<file path="src/rtl/if_fetch_unit_pkg.sv">
// ----------------------------------------------------------------------------
// if_fetch_unit_pkg : shared constants, FSM encoding and helpers for IF stage
// Rev 1.0
// ----------------------------------------------------------------------------
`default_nettype none

package if_fetch_unit_pkg;

  localparam logic [31:0] RESET_PC_DEFAULT = 32'h0000_3000;

  typedef enum logic [1:0] {
    ST_FETCH = 2'd0,
    ST_WAIT  = 2'd1,
    ST_HOLD  = 2'd2
  } fetch_state_e;

  function automatic logic [31:0] pc_inc(input logic [31:0] pc);
    return pc + 32'd4;
  endfunction

endpackage

`default_nettype wire

</file>
<file path="src/rtl/if_fetch_unit_if.sv">
// ----------------------------------------------------------------------------
// if_fetch_unit_if : instruction-memory req/gnt + rvalid handshake bundle
// Rev 1.0
// ----------------------------------------------------------------------------
`default_nettype none

interface if_fetch_unit_if;
  logic        req;
  logic [31:0] addr;
  logic        gnt;
  logic        rvalid;
  logic [31:0] rdata;

  modport master (output req, addr, input gnt, rvalid, rdata);
  modport slave  (input req, addr, output gnt, rvalid, rdata);
endinterface

`default_nettype wire

</file>
<file path="src/rtl/if_fetch_unit_skid.sv">
// ----------------------------------------------------------------------------
// if_skid_buffer : single-entry {instr, pc} holding slot for stalled responses
// Rev 1.0
// ----------------------------------------------------------------------------
`default_nettype none

module if_skid_buffer
  import if_fetch_unit_pkg::*;
(
  input  wire logic        clk,
  input  wire logic        reset,
  input  wire logic        load,
  input  wire logic        drain,
  input  wire logic [31:0] in_instr,
  input  wire logic [31:0] in_pc,
  output logic             full,
  output logic [31:0]      out_instr,
  output logic [31:0]      out_pc
);

  always_ff @(posedge clk or negedge reset) begin
    if (!reset) begin
      full      <= 1'b0;
      out_instr <= 32'd0;
      out_pc    <= 32'd0;
    end else if (load) begin
      full      <= 1'b1;
      out_instr <= in_instr;
      out_pc    <= in_pc;
    end else if (drain) begin
      full      <= 1'b0;
    end
  end

endmodule

`default_nettype wire

</file>
<file path="src/rtl/if_fetch_unit.sv">
// ----------------------------------------------------------------------------
// if_fetch_unit : IF stage - PC, imem fetch handshake, IF/ID register + skid
// Rev 1.0
// ----------------------------------------------------------------------------
`default_nettype none

module if_fetch_unit
  import if_fetch_unit_pkg::*;
#(
  parameter logic [31:0] RESET_PC = RESET_PC_DEFAULT
) (
  input  wire logic               clk,
  input  wire logic               reset,
  input  wire logic               stall,
  input  wire logic               if_jump,
  input  wire logic [31:0]        next_pc,
  if_fetch_unit_if.master         imem,
  output logic                    id_valid,
  output logic [31:0]             id_instr,
  output logic [31:0]             id_pc,
  output logic [31:0]             id_pc_4
);

  fetch_state_e state;
  logic         req_q;
  logic [31:0]  pc;
  logic [31:0]  inflight_pc;
  logic         pend_valid;
  logic [31:0]  pend_target;

  logic         skid_full;
  logic [31:0]  skid_instr;
  logic [31:0]  skid_pc;

  logic granted;
  logic resp;
  logic advance;
  logic park;
  logic drain;
  logic accept_jump;
  logic slot_pending;

  assign imem.req  = req_q;
  assign imem.addr = {pc[31:2], 2'b00};

  assign granted      = (state == ST_FETCH) && req_q && imem.gnt;
  assign resp         = (state == ST_WAIT) && imem.rvalid;
  assign advance      = !stall || !id_valid;
  assign park         = resp && id_valid && stall;
  assign drain        = advance && skid_full;
  assign accept_jump  = if_jump && id_valid && !stall;
  // Delay slot still unfetched: defer the redirect to the grant after it
  assign slot_pending = (pc == id_pc_4) && !granted;

  // req is registered from the next state so it is low throughout reset
  always_ff @(posedge clk or negedge reset) begin
    if (!reset) begin
      state       <= ST_FETCH;
      req_q       <= 1'b0;
      inflight_pc <= 32'd0;
    end else begin
      case (state)
        ST_FETCH: begin
          if (granted) begin
            state       <= ST_WAIT;
            req_q       <= 1'b0;
            inflight_pc <= pc;
          end else begin
            req_q <= 1'b1;
          end
        end
        ST_WAIT: begin
          if (resp) begin
            state <= park ? ST_HOLD : ST_FETCH;
            req_q <= !park;
          end
        end
        ST_HOLD: begin
          if (drain) begin
            state <= ST_FETCH;
            req_q <= 1'b1;
          end
        end
        default: begin
          state <= ST_FETCH;
          req_q <= 1'b0;
        end
      endcase
    end
  end

  always_ff @(posedge clk or negedge reset) begin
    if (!reset) begin
      pc          <= RESET_PC;
      pend_valid  <= 1'b0;
      pend_target <= 32'd0;
    end else begin
      if (accept_jump && !slot_pending) begin
        pc <= next_pc;
      end else if (granted) begin
        pc <= pend_valid ? pend_target : pc_inc(pc);
      end
      if (granted) begin
        pend_valid <= 1'b0;
      end
      if (accept_jump && slot_pending) begin
        pend_valid  <= 1'b1;
        pend_target <= next_pc;
      end
    end
  end

  always_ff @(posedge clk or negedge reset) begin
    if (!reset) begin
      id_valid <= 1'b0;
      id_instr <= 32'd0;
      id_pc    <= 32'd0;
      id_pc_4  <= 32'd0;
    end else if (advance) begin
      if (skid_full) begin
        id_valid <= 1'b1;
        id_instr <= skid_instr;
        id_pc    <= skid_pc;
        id_pc_4  <= pc_inc(skid_pc);
      end else if (resp) begin
        id_valid <= 1'b1;
        id_instr <= imem.rdata;
        id_pc    <= inflight_pc;
        id_pc_4  <= pc_inc(inflight_pc);
      end else begin
        id_valid <= 1'b0;
      end
    end
  end

  if_skid_buffer u_skid (
    .clk       (clk),
    .reset     (reset),
    .load      (park),
    .drain     (drain),
    .in_instr  (imem.rdata),
    .in_pc     (inflight_pc),
    .full      (skid_full),
    .out_instr (skid_instr),
    .out_pc    (skid_pc)
  );

endmodule

`default_nettype wire
</file>
<file path="src/flat_wrapper.sv">
// flat-port wrapper written by rule: the top's interface ports become plain ports
module if_fetch_unit_flat import if_fetch_unit_pkg::*;
#(
  parameter logic [31:0] RESET_PC = RESET_PC_DEFAULT
)
  (clk, reset, stall, if_jump, next_pc, id_valid, id_instr, id_pc, id_pc_4, imem_req, imem_addr, imem_gnt, imem_rvalid, imem_rdata);
  if_fetch_unit_if imem_i ();
  input  wire logic clk;
  input  wire logic reset;
  input  wire logic stall;
  input  wire logic if_jump;
  input  wire logic [31:0] next_pc;
  output logic id_valid;
  output logic [31:0] id_instr;
  output logic [31:0] id_pc;
  output logic [31:0] id_pc_4;
  output wire logic [$bits(imem_i.req)-1:0] imem_req;
  output wire logic [$bits(imem_i.addr)-1:0] imem_addr;
  input wire logic [$bits(imem_i.gnt)-1:0] imem_gnt;
  input wire logic [$bits(imem_i.rvalid)-1:0] imem_rvalid;
  input wire logic [$bits(imem_i.rdata)-1:0] imem_rdata;
  assign imem_req = imem_i.req;
  assign imem_addr = imem_i.addr;
  assign imem_i.gnt = imem_gnt;
  assign imem_i.rvalid = imem_rvalid;
  assign imem_i.rdata = imem_rdata;
  if_fetch_unit #(.RESET_PC(RESET_PC)) u_core (.clk(clk), .reset(reset), .stall(stall), .if_jump(if_jump), .next_pc(next_pc), .imem(imem_i), .id_valid(id_valid), .id_instr(id_instr), .id_pc(id_pc), .id_pc_4(id_pc_4));
endmodule
</file>
<file path="config.mk">
export PLATFORM = sky130hd
export DESIGN_NAME = if_fetch_unit_flat
export DESIGN_NICKNAME = d
export VERILOG_FILES = /design/src/rtl/if_fetch_unit_pkg.sv /design/src/rtl/if_fetch_unit_if.sv /design/src/rtl/if_fetch_unit_skid.sv /design/src/rtl/if_fetch_unit.sv /design/src/flat_wrapper.sv
export SDC_FILE = /design/constraint.sdc
export NUM_CORES = 1
export LEC_CHECK = 0
export ABC_AREA = 1
export CAP_MARGIN = 30
export CORE_MARGIN = 8
export CORE_UTILIZATION = 55
export DETAILED_ROUTE_END_ITERATION = 6
export GPL_ROUTABILITY_DRIVEN = 0
export GPL_TIMING_DRIVEN = 0
export PLACE_DENSITY = 0.87
export SETUP_SLACK_MARGIN = 0.4
export SLEW_MARGIN = 25
export SYNTH_ARGS = -nofsm -noshare
export SYNTH_HDL_FRONTEND = slang
export SYNTH_HIERARCHICAL = 1
export SYNTH_SLANG_ARGS = --single-unit
</file>
<file path="constraint.sdc">
create_clock -name clk -period 2.8 [get_ports clk]
set_clock_uncertainty 0.05 [all_clocks]
set_input_delay 0.56 -clock clk [delete_from_list [all_inputs] [get_ports clk]]
set_output_delay 0.56 -clock clk [all_outputs]
set_load 0.03 [all_outputs]
</file>
# ---- After elaboration in Yosys (flattened, before gate mapping)
# Cells that the tools add are included.
dict set report classes {
  n_addsub 3
  eq_ne 6
  muxes 24
  n_reduce_logical 26
}
# operator count
set op_table {}
lappend op_table {{32-bit 2-to-1 mux} 9}
lappend op_table {{32-bit by 3-bit adder with 32-bit output (second input constant)} 3}
lappend op_table {{32-bit equality test} 1}
lappend op_table {{1-bit logical AND} 11}
lappend op_table {{1-bit 2-to-1 mux} 9}
lappend op_table {{2-bit 2-to-1 mux} 4}
lappend op_table {{2-bit nonzero test} 4}
lappend op_table {{2-bit by 1-bit != test with 1-bit output (second input constant)} 3}
lappend op_table {{2-bit case mux with 3 select lines} 1}
lappend op_table {{2-bit AND reduction} 3}
lappend op_table {{1-bit zero test} 5}
lappend op_table {{1-bit case mux with 3 select lines} 1}
lappend op_table {{3-bit AND reduction} 1}
lappend op_table {{2-bit by 1-bit equality test with 1-bit output (second input constant)} 1}
lappend op_table {{2-bit equality test (second input constant)} 1}
lappend op_table {{2-bit zero test} 1}
lappend op_table {{1-bit logical OR} 1}
dict set report totals {
  ff_bits 262
  out_inout_bits 130
  wordCells 72
}

# ---- Logic depth before layout (Yosys ltp)
dict set report depth {
  word_depth 8
  ltp_mapped 15
}

# ---- By module
# The synthesis kept the hierarchy.
# mod instances cells_each area_each_um2
set modules_own_cells {}
lappend modules_own_cells {if_fetch_unit 1 1621 11368.4}
lappend modules_own_cells {if_skid_buffer 1 275 2514.9}

# ---- Worst setup path before layout
# Ideal clock, no wire load.
dict set report synth_timing {
  path_type {register to register}
  from {register u_core.u_skid.full}
  to {register u_core.id_pc_4[16]}
  setup_time_ns 0.128
  arrival_ns 1.776
  slack_ns 0.846
  path_stages_with_launch 14
  period_less_slack_ns 1.954
  cell_sequence {dfrtp_1 -> buf_4 -> nand2_1 -> o21ai_0 -> inv_1 -> ha_1 -> nand2_1 -> nor2_2 -> nand2_1 -> nor2_1 -> nand2_1 -> xor2_1 -> nand2_1 -> o21ai_1}
}
dict set report synth_between {
  elab_chain_len 2
}
# item line
set synth_rtl {}
lappend synth_rtl {{from (decl)} if_fetch_unit_skid.sv:16} ;# output logic full,
lappend synth_rtl {{from (signal assigned)} if_fetch_unit_skid.sv:23} ;# full <= 1'b0;
lappend synth_rtl {{from (signal assigned)} if_fetch_unit_skid.sv:27} ;# full <= 1'b1;
lappend synth_rtl {{from (signal assigned)} if_fetch_unit_skid.sv:31} ;# full <= 1'b0;
lappend synth_rtl {{2-bit nonzero test (no line)} --}
lappend synth_rtl {{2-bit AND reduction (no line)} --}
lappend synth_rtl {{to (signal assigned)} if_fetch_unit.sv:124} ;# id_pc_4 <= pc_inc(skid_pc);
lappend synth_rtl {{to (signal assigned)} if_fetch_unit.sv:129} ;# id_pc_4 <= pc_inc(inflight_pc);
lappend synth_rtl {{to (decl)} if_fetch_unit.sv:21} ;# output logic [31:0] id_pc_4
# Parallel ways exist; a longest one is shown, timed or not.
# A chain may end at the register's enable or synchronous reset.

# ---- Final worst setup path
dict set report layout_timing {
  from {register u_core.id_pc_4[9]}
  to {output port id_pc_4[9]}
}
# item line
set layout_rtl {}
lappend layout_rtl {{to (decl)} flat_wrapper.sv:16} ;# output logic [31:0] id_pc_4;
# No word-level cell between the ends.

==> impl_metrics.sql <==
INSERT INTO impl_metrics (metric_group, metric, value, unit) VALUES
('status', 'status', 'finished clean', ''),
('pwr', 'p_sw', '9.43', 'mW'),
('critical_path', 'critical_path.top_delay_family', 'buffers and inverters', ''),
('detailed_routing', 'postRouteWirelength', '45200', 'um'),
('global_routing', 'busiest_metal_layer_after_global_routing', 'met2', ''),
('pwr', 'switching_share', '0.467', ''),
('die', 'core_area', '25000', 'um^2'),
('pwr', 'seqPwrFrac', '0.334', ''),
('detailed_routing', 'drtPass1Iterations', '6', ''),
('cts', 'clock-sinks', '260', ''),
('synthesis', 'synth.yosys.warnings', '6', ''),
('die', 'boundaryPins', '200', ''),
('layout', 'fillCellCount', '1994', ''),
('min_path', 'hold_path.class', 'reg -> reg', ''),
('synthesis', 'ys_ff_latch', '260', ''),
('pwr', 'powerDensity', '1170', 'nW/um^2'),
('die', 'initial_utilization', '0.556', ''),
('cts', 'clockRootBuffer', 'clkbuf_16', ''),
('cts', 'clock_tree.buffer_depth', '3', ''),
('synthesis', 'yosys.cell_count.top_type', 'nand2_1', ''),
('global_routing', 'globalRouteOverflowTotal', '0', ''),
('critical_path', 'worst_path_max_delay_cell', 'clkdlybuf4s50_1', ''),
('die', 'die_x', '175', 'um'),
('critical_path', 'critical_path_required', '2.19', 'ns'),
('detailed_routing', 'viasPerCell', '5.67', ''),
('timing', 'maxSlewHeadroom', '0.446', ''),
('cts', 'clock_latency_on_the_worst_skew_pair', '0.57', 'ns'),
('global_routing', 'gr-usage-met3', '0.0697', ''),
('cts', 'tritoncts', 'yes', ''),
('critical_path', 'path_max_fanout', '4', ''),
('synthesis', 'netlist.top_cell.by_area', 'dfrtp_1', ''),
('timing', 'finalMaxSlewViolations', '0', ''),
('critical_path', 'regToRegStartpoint', 'u_core/u_skid/full', ''),
('synthesis', 'yosys.cell_types.count', '41', ''),
('cts', 'cts_htree_levels', '1', ''),
('layout', 'antenna-diode-count', '0', ''),
('layout', 'synthToLayoutAreaGrowth', '24.4', '%'),
('synthesis', 'synth-edff-count', '0', ''),
('die', 'fp.dieH', '175', 'um'),
('min_path', 'worst_hold_startpoint', 'u_core/u_skid/out_pc[30]', ''),
('pwr', 'power.total', '20.2', 'mW'),
('timing', 'timing.final.crit_share', '0.853', ''),
('pwr', 'pwr-share-comb', '0.491', ''),
('pwr', 'power.leakage', '8.69', 'nW'),
('timing', 'tightest_slew', '0.831', 'ns'),
('global_routing', 'vias_in_the_first_global_route', '13900', ''),
('pwr', 'internal_power', '10.8', 'mW'),
('synthesis', 'syn-mean-instance-area', '7.32', 'um^2'),
('critical_path', 'crit_buf_inv', '1', ''),
('layout', 'finalNetCount', '2202', ''),
('detailed_routing', 'dr.first_iter.drc_count', '1730', ''),
('critical_path', 'ff2ff_path_depth', '14', ''),
('min_path', 'whs_endpoint', 'u_core/u_skid/out_pc[30]', ''),
('detailed_routing', 'drtAntennaViolNets', '0', ''),
('critical_path', 'rr_endpoint', 'u_core/id_pc_4[26]', ''),
('pwr', 'irDropWorstVdd', '0.000571', 'V'),
('synthesis', 'synth.yosys.seq_area_share', '0.469', ''),
('global_routing', 'globalRouteTotalUtil', '0.288', ''),
('critical_path', 'critical_path.startpoint_type', 'flop', ''),
('synthesis', 'synthesis.instances', '1896', ''),
('run', 'maxCapViolations', '0', ''),
('global_routing', 'wire_length_of_the_first_global_routing_pass', '71400', 'um'),
('placed_design', 'detailedPlacementHpwl', '33600', 'um'),
('min_path', 'hold_depth', '2', ''),
('critical_path', 'critPathKind', 'reg -> out', ''),
('timing', 'achievable-frequency', '0.419', 'GHz'),
('timing', 'total_setup_violations_reported_at_the_end_of_the_flow', '0', ''),
('detailed_routing', 'routed-via-count', '14100', ''),
('synthesis', 'synth.top_cells.by_area', 'dfrtp_1 47%, nand2_1 20%, nand3_1 5.5%', ''),
('layout', 'layout-drive-gt1-share', '0.0969', ''),
('die', 'rows', '58', '');
state kept, by name, summed over array words and instances (netlist names):
name                     cells
u_core/id_pc                32
u_core/pc                   32
u_core/inflight_pc          32
u_core/pend_valid            1
u_core/u_skid/out_instr     32
u_core/imem.req              1
u_core/pend_target          32
u_core/id_instr             32
u_core/id_valid              1
u_core/state                 2
u_core/id_pc_4              30
u_core/u_skid/out_pc        32
u_core/u_skid/full           1
how the worst max path moves through the flow:
| stage | startpoint | to | slack [ns] | cells after the start |
|---|---|---|---|---|
| after global placement | reset | u_core/id_pc[28] | -9.80 | 1 |
| after detailed placement | imem_gnt | u_core/inflight_pc[0] | -0.08 | 6 |
| after CTS | u_core/pc[2] | imem_addr[2] | 0.32 | 2 |
| after global routing | u_core/u_skid/full | u_core/id_pc_4[26] | 0.30 | 15 |
| after floorplan | u_core/u_skid/full | u_core/id_pc_4[16] | 0.85 | 13 |
| final | u_core/id_pc_4[9] | id_pc_4[9] | 0.41 | 1 |
cells by family (layout without fill, tap and decap cells):
logic type,count (synthesis),count (layout),share of synthesized area
and+or+nand+nor,1092,1092,0.318
muxes,2,2,0.00162
adders and majority gates,2,2,0.00180
DFF,260,260,0.469
buffers and inverters,314,564,0.109
xor gates and xnor gates,17,17,0.0107
other,1,2,0.000270
AOI/OAI and AO/OA,208,208,0.0890
what timing repair did:
| item | 4_1_cts | 5_1_grt |
|---|---|---|
| gates resized for setup | 41 | 26 |
| buffers inserted | 0 | 3 |
| hold buffers | 1 | 0 |
| endpoints found under the setup margin | 36 | 79 |
| hold endpoints to repair | 51 | 0 |
| pin swaps | 0 | 4 |
power groups by stage:
stage	registers (mW)	clock network, mW	logic, mW
floorplan	7.48	0	5.08
global placement	6.63	0	9.53
detailed placement	6.69	0	9.81
CTS	6.67	3.52	9.79
global route	6.91	3.69	10.7
finish	6.75	3.52	9.92
through the flow:
stage | setup TNS, ns | utilization | instances | area (um^2) | hold WS, ns
after floorplan | 0 | - | 1897 | 13900 | 0.214
after global placement | -2535.99 | 0.652 | 2424 | 16300 | 0.397
after detailed placement | -0.207 | 0.654 | 2426 | 16300 | 0.405
after CTS | 0 | 0.688 | 2474 | 17200 | 0.418
after global routing | 0 | 0.692 | 2477 | 17300 | 0.444
final | 0 | 0.692 | 2477 | 17300 | 0.418
area by class of cell:
| class | count | area [um^2] | share of cell area |
|---|---|---|---|
| Buffer | 118 | 791 | 0.0458 |
| Clock buffer | 41 | 800 | 0.0463 |
| Clock inverter | 6 | 63.8 | 0.00370 |
| Inverter | 196 | 736 | 0.0426 |
| Multi-Input combinational cell | 1323 | 5890 | 0.341 |
| Sequential cell | 260 | 6520 | 0.378 |
| Tap cell | 330 | 413 | 0.0239 |
| Timing Repair Buffer | 203 | 2050 | 0.119 |
routing by layer:
metal	part of all wire	wire length [um]
met3	0.11	4860
met4	0.057	2600
met5	0.00024	11
met2	0.46	20800
met1	0.37	16900
layout by cell type (no fill, tap or decap), types with 7 or more instances in the layout:
| cell | Yosys | layout |
|---|---|---|
| nand2_2 | 9 | 12 |
| xor2_1 | 15 | 15 |
| o21ai_2 | 11 | 11 |
| dfrtp_2 | 0 | 12 |
| inv_1 | 177 | 177 |
| nand4_1 | 9 | 9 |
| buf_6 | 20 | 21 |
| clkbuf_8 | 2 | 7 |
| nor2_2 | 10 | 13 |
| clkdlybuf4s50_1 | 0 | 158 |
| buf_4 | 38 | 41 |
| dlygate4sd2_1 | 0 | 30 |
| a21oi_1 | 9 | 9 |
| dfrtp_1 | 258 | 246 |
| clkbuf_16 | 0 | 28 |
| o21ai_0 | 63 | 61 |
| inv_2 | 19 | 19 |
| nor2_1 | 151 | 146 |
| o211ai_1 | 25 | 25 |
| nand3_1 | 153 | 152 |
| buf_2 | 22 | 21 |
| dlymetal6s2s_1 | 0 | 8 |
| nand2_1 | 743 | 740 |
| o21ai_1 | 47 | 49 |
| a31oi_1 | 37 | 37 |
| clkbuf_1 | 30 | 37 |
(Power assumes the default switching activity.)
